### src/rtl/mem_arb_pkg.sv
// mem_arb_pkg: shared state/grant types, default widths and the arbitration rule for mem_arbiter.
// Latency: none (types and a pure function only).
// Backpressure: none.
//
// Contents:
//   DEF_*         default parameter values for mem_arbiter
//   arb_state_t   sequencer states
//   arb_gnt_t     which requester owns the memory port
//   pick_grant()  data-side priority with the instruction-side starvation override
package mem_arb_pkg;

   localparam int DEF_ADDR_W       = 32;
   localparam int DEF_DATA_W       = 32;
   localparam int DEF_STARVE_LIMIT = 4;
   localparam int DEF_TIMEOUT      = 64;

   typedef enum logic [1:0] {
      IDLE,
      ISSUE,
      WAIT,
      DONE
   } arb_state_t;

   typedef enum logic {
      GNT_I,
      GNT_D
   } arb_gnt_t;

   // D wins a contested cycle unless I has already been passed over the
   // maximum number of times in a row. Caller guarantees at least one request.
   function automatic arb_gnt_t pick_grant(input logic want_i,
                                           input logic want_d,
                                           input logic starved);
      arb_gnt_t g;
      g = GNT_I;
      if (want_d && !(want_i && starved)) begin
         g = GNT_D;
      end
      return g;
   endfunction

endpackage

### src/rtl/mem_arbiter.sv
// mem_arbiter: one memory port shared by ICache refill and DCache, D-side priority with I-side starvation guard and timeout.
// Latency: request seen in IDLE at N -> mem_req at N+1; mem_valid at M -> resp pulse at M+1, next mem_req no earlier than M+3.
// Backpressure: one transaction in flight; requesters hold req until their resp pulse, memory completion is bounded by TIMEOUT.
//
// Ports:
//   clock, reset                   single rising-edge clock, synchronous active-high reset
//   i_req, i_addr                  instruction read request (held until i_resp_valid)
//   i_resp_valid, i_rdata          instruction response pulse and read data
//   d_req, d_we, d_addr, d_wdata   data read/write request (held until d_resp_valid)
//   d_resp_valid, d_rdata          data response pulse and read data (0 for writes)
//   resp_err                       accompanies a resp_valid pulse when the access timed out
//   mem_req, mem_we, mem_addr,
//   mem_wdata                      memory issue pulse and command, held from ISSUE through DONE
//   mem_rdata, mem_valid           memory completion (reads and writes)
module mem_arbiter
   import mem_arb_pkg::*;
#(
   parameter int ADDR_W       = DEF_ADDR_W,
   parameter int DATA_W       = DEF_DATA_W,
   parameter int STARVE_LIMIT = DEF_STARVE_LIMIT,
   parameter int TIMEOUT      = DEF_TIMEOUT
) (
   input  logic              clock,
   input  logic              reset,

   input  logic              i_req,
   input  logic [ADDR_W-1:0] i_addr,
   output logic              i_resp_valid,
   output logic [DATA_W-1:0] i_rdata,

   input  logic              d_req,
   input  logic              d_we,
   input  logic [ADDR_W-1:0] d_addr,
   input  logic [DATA_W-1:0] d_wdata,
   output logic              d_resp_valid,
   output logic [DATA_W-1:0] d_rdata,

   output logic              resp_err,

   output logic              mem_req,
   output logic              mem_we,
   output logic [ADDR_W-1:0] mem_addr,
   output logic [DATA_W-1:0] mem_wdata,
   input  logic [DATA_W-1:0] mem_rdata,
   input  logic              mem_valid
);

   localparam int SC_W = $clog2(STARVE_LIMIT + 1);
   localparam int TO_W = (TIMEOUT > 1) ? $clog2(TIMEOUT) : 1;

   localparam logic [SC_W-1:0] STARVE_MAX = SC_W'(STARVE_LIMIT);
   localparam logic [TO_W-1:0] TO_LAST    = TO_W'(TIMEOUT - 1);

   // ------------------------------------------------------------------
   // State and datapath registers
   // ------------------------------------------------------------------
   arb_state_t        state;
   arb_state_t        state_nxt;
   arb_gnt_t          gnt;
   arb_gnt_t          gnt_nxt;
   logic [SC_W-1:0]   starve_cnt;
   logic [SC_W-1:0]   starve_nxt;
   logic [TO_W-1:0]   to_cnt;
   logic [TO_W-1:0]   to_cnt_nxt;

   logic              mem_req_nxt;
   logic              mem_we_nxt;
   logic [ADDR_W-1:0] mem_addr_nxt;
   logic [DATA_W-1:0] mem_wdata_nxt;

   logic              i_resp_valid_nxt;
   logic              d_resp_valid_nxt;
   logic              resp_err_nxt;
   logic [DATA_W-1:0] i_rdata_nxt;
   logic [DATA_W-1:0] d_rdata_nxt;

   // Completion data for the granted side: memory data on a read,
   // zero on a write or on a timeout.
   logic [DATA_W-1:0] done_data;
   logic              finish;
   logic              starved;

   assign starved = (starve_cnt == STARVE_MAX);

   // ------------------------------------------------------------------
   // State register
   // ------------------------------------------------------------------
   always_ff @(posedge clock) begin
      if (reset) begin
         state <= IDLE;
      end else begin
         state <= state_nxt;
      end
   end

   // ------------------------------------------------------------------
   // Next-state and next-output logic
   // ------------------------------------------------------------------
   always_comb begin
      state_nxt        = state;
      gnt_nxt          = gnt;
      starve_nxt       = starve_cnt;
      to_cnt_nxt       = to_cnt;

      mem_req_nxt      = 1'b0;
      mem_we_nxt       = mem_we;
      mem_addr_nxt     = mem_addr;
      mem_wdata_nxt    = mem_wdata;

      i_resp_valid_nxt = 1'b0;
      d_resp_valid_nxt = 1'b0;
      resp_err_nxt     = 1'b0;
      i_rdata_nxt      = i_rdata;
      d_rdata_nxt      = d_rdata;

      done_data        = '0;
      finish           = 1'b0;

      unique case (state)
         IDLE: begin
            if (i_req || d_req) begin
               gnt_nxt     = pick_grant(i_req, d_req, starved);
               mem_req_nxt = 1'b1;
               state_nxt   = ISSUE;

               if (gnt_nxt == GNT_D) begin
                  mem_we_nxt    = d_we;
                  mem_addr_nxt  = d_addr;
                  mem_wdata_nxt = d_wdata;
                  // Count only the D grants that actually made I wait.
                  if (i_req) begin
                     if (!starved) begin
                        starve_nxt = starve_cnt + SC_W'(1);
                     end
                  end else begin
                     starve_nxt = '0;
                  end
               end else begin
                  mem_we_nxt    = 1'b0;
                  mem_addr_nxt  = i_addr;
                  mem_wdata_nxt = '0;
                  starve_nxt    = '0;
               end
            end
         end

         ISSUE: begin
            to_cnt_nxt = '0;
            state_nxt  = WAIT;
         end

         WAIT: begin
            // A completion in the last counted cycle still wins over the timeout.
            if (mem_valid) begin
               finish    = 1'b1;
               done_data = mem_we ? '0 : mem_rdata;
            end else if (to_cnt == TO_LAST) begin
               finish       = 1'b1;
               resp_err_nxt = 1'b1;
            end else begin
               to_cnt_nxt = to_cnt + TO_W'(1);
            end

            if (finish) begin
               state_nxt = DONE;
               if (gnt == GNT_D) begin
                  d_resp_valid_nxt = 1'b1;
                  d_rdata_nxt      = done_data;
               end else begin
                  i_resp_valid_nxt = 1'b1;
                  i_rdata_nxt      = done_data;
               end
            end
         end

         DONE: begin
            // No arbitration here: gives the served requester a cycle to
            // drop or change its request before IDLE samples it again.
            state_nxt = IDLE;
         end

         default: begin
            state_nxt = IDLE;
         end
      endcase
   end

   // ------------------------------------------------------------------
   // Registered outputs and counters
   // ------------------------------------------------------------------
   always_ff @(posedge clock) begin
      if (reset) begin
         gnt          <= GNT_I;
         starve_cnt   <= '0;
         to_cnt       <= '0;
         mem_req      <= 1'b0;
         mem_we       <= 1'b0;
         mem_addr     <= '0;
         mem_wdata    <= '0;
         i_resp_valid <= 1'b0;
         d_resp_valid <= 1'b0;
         resp_err     <= 1'b0;
         i_rdata      <= '0;
         d_rdata      <= '0;
      end else begin
         gnt          <= gnt_nxt;
         starve_cnt   <= starve_nxt;
         to_cnt       <= to_cnt_nxt;
         mem_req      <= mem_req_nxt;
         mem_we       <= mem_we_nxt;
         mem_addr     <= mem_addr_nxt;
         mem_wdata    <= mem_wdata_nxt;
         i_resp_valid <= i_resp_valid_nxt;
         d_resp_valid <= d_resp_valid_nxt;
         resp_err     <= resp_err_nxt;
         i_rdata      <= i_rdata_nxt;
         d_rdata      <= d_rdata_nxt;
      end
   end

endmodule

### config.mk
export PLATFORM = sky130hd
export DESIGN_NAME = mem_arbiter
export DESIGN_NICKNAME = d
export VERILOG_FILES = /design/src/rtl/mem_arb_pkg.sv /design/src/rtl/mem_arbiter.sv
export SDC_FILE = /design/constraint.sdc
export NUM_CORES = 1
export LEC_CHECK = 0
export BUFFER_PORTS_ARGS = -buffer_cell sky130_fd_sc_hd__buf_2
export CAP_MARGIN = 20
export CORE_MARGIN = 2
export CORE_UTILIZATION = 50
export CTS_CLUSTER_DIAMETER = 60
export DETAILED_ROUTE_END_ITERATION = 7
export GPL_ROUTABILITY_DRIVEN = 0
export HOLD_SLACK_MARGIN = 0.03
export PLACE_DENSITY = 0.85
export REMOVE_ABC_BUFFERS = 1
export SYNTH_ARGS = -nofsm -noshare
export SYNTH_HDL_FRONTEND = slang
export SYNTH_SLANG_ARGS = --single-unit
### constraint.sdc
create_clock -name clock -period 2.83 [get_ports clock]
set_input_delay 0.283 -clock clock [delete_from_list [all_inputs] [get_ports clock]]
set_output_delay 0.283 -clock clock [all_outputs]
set_load 0.03 [all_outputs]
**Word level (Yosys, flattened, before mapping)**

Cells that the tools add are included.

- Register bits: 145
- Input bits: 134
- Word-level logic and storage cells: 67
- Output and inout port bits: 133
- Bits in read-only memories: 0
- Bits in writable memories: 0
- Memories: 0
- Bits in latches: 0

- Shift-type cells: 0
- Magnitude comparators: 0
- Eq/ne operators: 10
- Div/mod/pow operators: 0
- Reduce and logical (&&, ||, !) cells: 15
- Add/sub/neg operators: 2
- Muxes and demuxes: 23
- Bitwise logic cells: 4
- Multiply operators: 0

Operators by type and width:

| operator | number |
|---|---|
| 32-bit two-way mux | 4 |
| 6-bit two-way mux | 2 |
| 6-bit one-hot mux with 2 select lines | 1 |
| 3-bit AND reduction | 4 |
| 1-bit two-way mux | 10 |
| 3-bit two-way mux | 3 |
| 2-bit != test, second input constant | 4 |
| 2-bit one-hot mux with 4 select lines | 1 |
| 6-bit by 1-bit adder with 6-bit output, second input constant | 1 |
| 6-bit equality test, second input constant | 1 |
| 3-bit OR reduction | 2 |
| 2-bit equality test, second input constant | 2 |
| 2-bit two-way mux | 2 |
| 1-bit inverter | 4 |
| 2-bit AND reduction | 2 |
| 3-bit by 1-bit adder with 3-bit output, second input constant | 1 |
| 3-bit equality test, second input constant | 1 |
| 3-bit != test, second input constant | 1 |
| 2-bit by 1-bit equality test with 1-bit output, second input constant | 1 |
| 1-bit logical AND | 2 |
| 2-bit zero test | 1 |
| 2-bit nonzero test | 1 |
| 2-bit OR reduction | 1 |
| 1-bit zero test | 1 |
| 1-bit logical OR | 1 |

**Depth between registers and ports, before layout**

- Depth after elaboration: 9
- Depth in mapped cells: 8
- Mapped depth without buffers: 6

**Worst setup path before layout**

OpenSTA, ideal clock, no wires.

- Kind: register to register
- Start: reg state[0]
- End: reg i_rdata[0]
- Period minus slack after synthesis: 1,831 ps
- Arrival: 1,703 ps
- Setup slack: 999 ps
- Buffers on the path: 1
- Setup time: 128 ps
- Cell stages (with the launch flop): 8
- Required time: 2,702 ps
- Cell sequence: dfxtp_1 -> inv_1 -> ha_1 -> nand3_1 -> o41ai_4 -> buf_6 -> mux2i_1 -> nor2_1

- Word-level cells in the longest chain between the ends: 2

RTL lines:

| item | RTL line | source |
|---|---|---|
| from (decl) | mem_arbiter.sv:57 | `arb_state_t state;` |
| from (signal assigned) | mem_arbiter.sv:92 | `state <= state_nxt;` |
| 2-bit equality test | mem_arbiter.sv:119 | `unique case (state)` |
| 3-bit AND reduction (no line) | -- |  |
| to (signal assigned) | mem_arbiter.sv:216 | `i_rdata <= i_rdata_nxt;` |
| to (decl) | mem_arbiter.sv:29 | `output logic [DATA_W-1:0] i_rdata,` |

Every way passes these cells.
A chain may end at the register's enable or synchronous reset.

**Worst setup path in the final report**

- Start: reg state[0]
- End: reg i_rdata[29]

Same word-level chain as after synthesis.

==> flow_summary.html <==
<table>
<tr><th>Metric</th><th>Value</th></tr>
<tr><th colspan="2">Detailed routing</th></tr>
<tr><td>Number of vias in the routed layout</td><td>5358</td></tr>
<tr><td>DRT iter0 DRCs</td><td>367</td></tr>
<tr><td>Wire length per cell after detailed routing</td><td>14.99 µm</td></tr>
<tr><td>Average via count per standard cell</td><td>5.202</td></tr>
<tr><td>Remaining antenna violation count after routing</td><td>0</td></tr>
<tr><td>Number of search-and-repair iterations in the first detailed-routing pass</td><td>5</td></tr>
<tr><td>WL final</td><td>15440 µm</td></tr>
<tr><td># DRC</td><td>0</td></tr>
<tr><th colspan="2">Synthesis</th></tr>
<tr><td>EDFF count, synth</td><td>0</td></tr>
<tr><td>Cell taking the most area after synthesis</td><td>sky130_fd_sc_hd__dfxtp_1</td></tr>
<tr><td>Fraction of the mapped netlist area in adder cells</td><td>1.516%</td></tr>
<tr><td>Combined area of all synthesized cells</td><td>5777 µm²</td></tr>
<tr><td>Main area contributors after synthesis</td><td>sky130_fd_sc_hd__dfxtp_1 50%, sky130_fd_sc_hd__mux2i_1 11%, sky130_fd_sc_hd__nor2_1 8.9%</td></tr>
<tr><td>Xor and xnor fraction of the mapped netlist area</td><td>0%</td></tr>
<tr><td>Synthesized-area fraction occupied by ao, oa, aoi and oai cells</td><td>11.96%</td></tr>
<tr><td>Simple-gate portion of the synthesized area</td><td>20.71%</td></tr>
<tr><td>Post-Synthesis Cells</td><td>627</td></tr>
<tr><td>Proportion of synthesized area in mux cells</td><td>11.26%</td></tr>
<tr><td>Syn avg cell area</td><td>9.213 µm²</td></tr>
<tr><td>Count of distinct cell types in the synthesized netlist</td><td>35</td></tr>
<tr><td>Largest family of logic cells by synthesized area</td><td>simple AND/OR/NAND/NOR gates</td></tr>
<tr><td>Number of storage elements in the synthesis netlist</td><td>145</td></tr>
<tr><td>Post-synth top area share</td><td>50.25%</td></tr>
<tr><td>Most used flip-flop cell after synthesis</td><td>sky130_fd_sc_hd__dfxtp_1</td></tr>
<tr><td>Share of flip-flops with an asynchronous set or reset</td><td>0%</td></tr>
<tr><td>Sequential cell area fraction in the yosys report</td><td>50.25%</td></tr>
<tr><td>Total of warnings raised by yosys</td><td>0</td></tr>
<tr><th colspan="2">Power</th></tr>
<tr><td>Leakage dissipation</td><td>3.567 nW</td></tr>
<tr><td>PD cells</td><td>864.2 nW/µm²</td></tr>
<tr><td>Total design power</td><td>6.709 mW</td></tr>
<tr><td>VDD IR max</td><td>0.5435 mV</td></tr>
<tr><th colspan="2">Clock network</th></tr>
<tr><td>H-tree levels</td><td>4</td></tr>
<tr><td>Maximum count of clock buffers along a single path</td><td>2</td></tr>
<tr><td># Post-CTS Setup Buffers</td><td>0</td></tr>
<tr><td>Count of instances resized after the clock tree is built</td><td>0</td></tr>
<tr><td>Reg clk slew, reported paths</td><td>60 ps</td></tr>
<tr><td>Insertion delay to the later sink of the worst-skew pair</td><td>410 ps</td></tr>
<tr><td>Number of sinks on the clock net</td><td>145</td></tr>
<tr><td>Number of clock buffers inserted by TritonCTS</td><td>17</td></tr>
<tr><td>Hold-fix buffers at CTS</td><td>0</td></tr>
<tr><td>Cell at the root of the clock tree</td><td>sky130_fd_sc_hd__clkbuf_16</td></tr>
<tr><td>TritonCTS clock tree</td><td>done</td></tr>
<tr><th colspan="2">Timing</th></tr>
<tr><td>Tightest hold margin</td><td>107.6 ps</td></tr>
<tr><td>Unrepaired setup endpoints after global routing</td><td>false</td></tr>
<tr><td>Final Critical Period</td><td>2282 ps</td></tr>
<tr><td>Final Hold Fails</td><td>0</td></tr>
<tr><td>Final slew viol count</td><td>0</td></tr>
<tr><td>Number of setup violations in the final report</td><td>0</td></tr>
<tr><td>Final setup margin</td><td>547.8 ps</td></tr>
<tr><td>Slew at the pin closest to its max-slew limit</td><td>650.0 ps</td></tr>
<tr><td>Total negative setup slack</td><td>0 ps</td></tr>
<tr><td>Worst relative slew slack</td><td>56.67%</td></tr>
<tr><td>Peak Freq</td><td>438.2 MHz</td></tr>
<tr><td>Final period util</td><td>80.64%</td></tr>
<tr><td>Setup clock skew after layout</td><td>14.14 ps</td></tr>
<tr><th colspan="2">Final layout</th></tr>
<tr><td>Combined area of the multi-input logic cells</td><td>2638 µm²</td></tr>
<tr><td>Area of all placed cells without fillers</td><td>7762 µm²</td></tr>
<tr><td>Proportion of layout cells with a drive suffix above 1</td><td>35.29%</td></tr>
<tr><td>Commonest non-fill, non-tap cells in the layout</td><td>265 x sky130_fd_sc_hd__buf_2, 145 x sky130_fd_sc_hd__dfxtp_1, 137 x sky130_fd_sc_hd__nor2_1</td></tr>
<tr><td>Number of nets in the layout</td><td>1015</td></tr>
<tr><td>Utilization after layout</td><td>68.27%</td></tr>
<tr><td>Number of fillers in the final layout</td><td>941</td></tr>
<tr><td>Sequential standard cell area</td><td>2903 µm²</td></tr>
<tr><td>Most common library cell in the layout ignoring fill and taps</td><td>sky130_fd_sc_hd__buf_2</td></tr>
<tr><td>N_diodes</td><td>0</td></tr>
<tr><td>P&amp;R area growth vs syn</td><td>34.37%</td></tr>
<tr><td>Layout Cells excl Fill</td><td>1030</td></tr>
<tr><th colspan="2">Floorplan</th></tr>
<tr><td>Width of the die</td><td>111.5 µm</td></tr>
<tr><td>Placeable core region</td><td>11370 µm²</td></tr>
<tr><td>Number of top-level design ports</td><td>267</td></tr>
<tr><td>Area of the die</td><td>12430 µm²</td></tr>
<tr><td>Initial core utilization</td><td>50.81%</td></tr>
<tr><td>DIE HEIGHT</td><td>111.5 µm</td></tr>
<tr><td>FP Rows</td><td>39</td></tr>
<tr><th colspan="2">Place</th></tr>
<tr><td>Cell total after placement</td><td>998</td></tr>
<tr><td>Area of placed instances</td><td>7174 µm²</td></tr>
<tr><td>DP Worst Slack</td><td>591.0 ps</td></tr>
<tr><td>Number of input and output port buffers inserted</td><td>266</td></tr>
<tr><td>DP Wirelength</td><td>10800 µm</td></tr>
<tr><th colspan="2">Global route</th></tr>
<tr><td>Aggregate global-route resource usage</td><td>24.90%</td></tr>
<tr><td>First-pass GRT wire length</td><td>25370 µm</td></tr>
<tr><td>Vias in the first global route</td><td>5310</td></tr>
<tr><td>Initial antenna violation count</td><td>0</td></tr>
<tr><td>Gr ovfl total</td><td>0</td></tr>
<tr><td>Pin count of the biggest net entering global routing</td><td>65</td></tr>
<tr><th colspan="2">Flow run</th></tr>
<tr><td>Maxcap violations</td><td>0</td></tr>
<tr><th colspan="2">Setup path</th></tr>
<tr><td>CP required</td><td>3120 ps</td></tr>
<tr><td>Critical Path End Type</td><td>register</td></tr>
<tr><td>Kind of start point of the critical path</td><td>register</td></tr>
<tr><td>Data arrival, critical path</td><td>2570 ps</td></tr>
<tr><td>Critical path start-end classification</td><td>reg2reg</td></tr>
<tr><td>Max Fanout on Critical Path</td><td>33</td></tr>
<tr><th colspan="2">Min path</th></tr>
<tr><td>Hold Path Class</td><td>in2reg</td></tr>
<tr><th colspan="2">Outcome</th></tr>
<tr><td>Status</td><td>complete, no violations</td></tr>
</table>
[worst max-delay path, stage by stage (launching register included)]
cell	delay [ps]
sky130_fd_sc_hd__dfxtp_1	330
sky130_fd_sc_hd__inv_1	120
sky130_fd_sc_hd__ha_1	290
sky130_fd_sc_hd__nand3_1	230
sky130_fd_sc_hd__o41ai_4	260
sky130_fd_sc_hd__buf_4	540
sky130_fd_sc_hd__mux2i_1	310
sky130_fd_sc_hd__nor2_1	70
[registers in the layout, summed over array words and instances, names as in the netlist, 2 cells and up]
register / count
d_rdata: 32
i_rdata: 32
mem_wdata: 32
state: 2
mem_addr: 32
to_cnt: 6
starve_cnt: 3
[Yosys cell counts (2+ instances only)]
master,count
sky130_fd_sc_hd__a31oi_1,4
sky130_fd_sc_hd__or2b_1,2
sky130_fd_sc_hd__inv_1,5
sky130_fd_sc_hd__nand2b_1,4
sky130_fd_sc_hd__a311oi_1,34
sky130_fd_sc_hd__a21oi_1,6
sky130_fd_sc_hd__nor3_1,2
sky130_fd_sc_hd__buf_2,7
sky130_fd_sc_hd__ha_1,7
sky130_fd_sc_hd__a22oi_1,33
sky130_fd_sc_hd__nand3_1,43
sky130_fd_sc_hd__nand2_1,36
sky130_fd_sc_hd__nor2_1,137
sky130_fd_sc_hd__buf_6,3
sky130_fd_sc_hd__o21ai_0,2
sky130_fd_sc_hd__nand4b_1,2
sky130_fd_sc_hd__mux2i_1,65
sky130_fd_sc_hd__and2_1,32
sky130_fd_sc_hd__buf_4,3
sky130_fd_sc_hd__o21a_1,3
sky130_fd_sc_hd__dfxtp_1,145
sky130_fd_sc_hd__nor2b_1,4
sky130_fd_sc_hd__buf_1,3
sky130_fd_sc_hd__clkbuf_1,34
[worst paths after layout]
kind | startpoint | end | slack (ps) | cells past startpoint
setup / recovery | state[0]$_SDFFE_PP0P_ | i_rdata[29]$_SDFFE_PP0P_ | 550 | 7
hold / removal | d_wdata[14] | mem_wdata[14]$_SDFFE_PP0P_ | 110 | 3
setup reg to reg | state[0]$_SDFFE_PP0P_ | i_rdata[29]$_SDFFE_PP0P_ | 550 | 7
hold reg to reg | d_rdata[9]$_SDFFE_PP0P_ | d_rdata[9]$_SDFFE_PP0P_ | 490 | 2
[power by group]
part / switching (mW) / internal, mW / leakage (nW) / total (mW)
registers: 0.146 / 2.33 / 1.18 / 2.48
clock network: 0.848 / 1.35 / 0.280 / 2.20
logic: 1.37 / 0.661 / 2.10 / 2.03
[per-layer routing]
layer / global-route usage, % / routed length [µm]
met1: 28.31 / 6379
met2: 44.19 / 7725
met3: 7.839 / 1076
met4: 8.724 / 260
met5: 0 / 0
[layout make-up]
class	instances	area share [%]
Multi-Input combinational cell	427	33.98
Timing Repair Buffer	278	18.50
Clock inverter	11	1.644
Inverter	5	0.2418
Sequential cell	145	37.40
Clock buffer	21	5.932
Tap cell	143	2.305
[cell families after synthesis]
family                     after synthesis
DFF                                    145
AOI/OAI and AO/OA                       87
buffers and inverters                   55
adders and majority gates                7
muxes                                   65
and+or+nand+nor                        268
(Power assumes the default switching activity.)
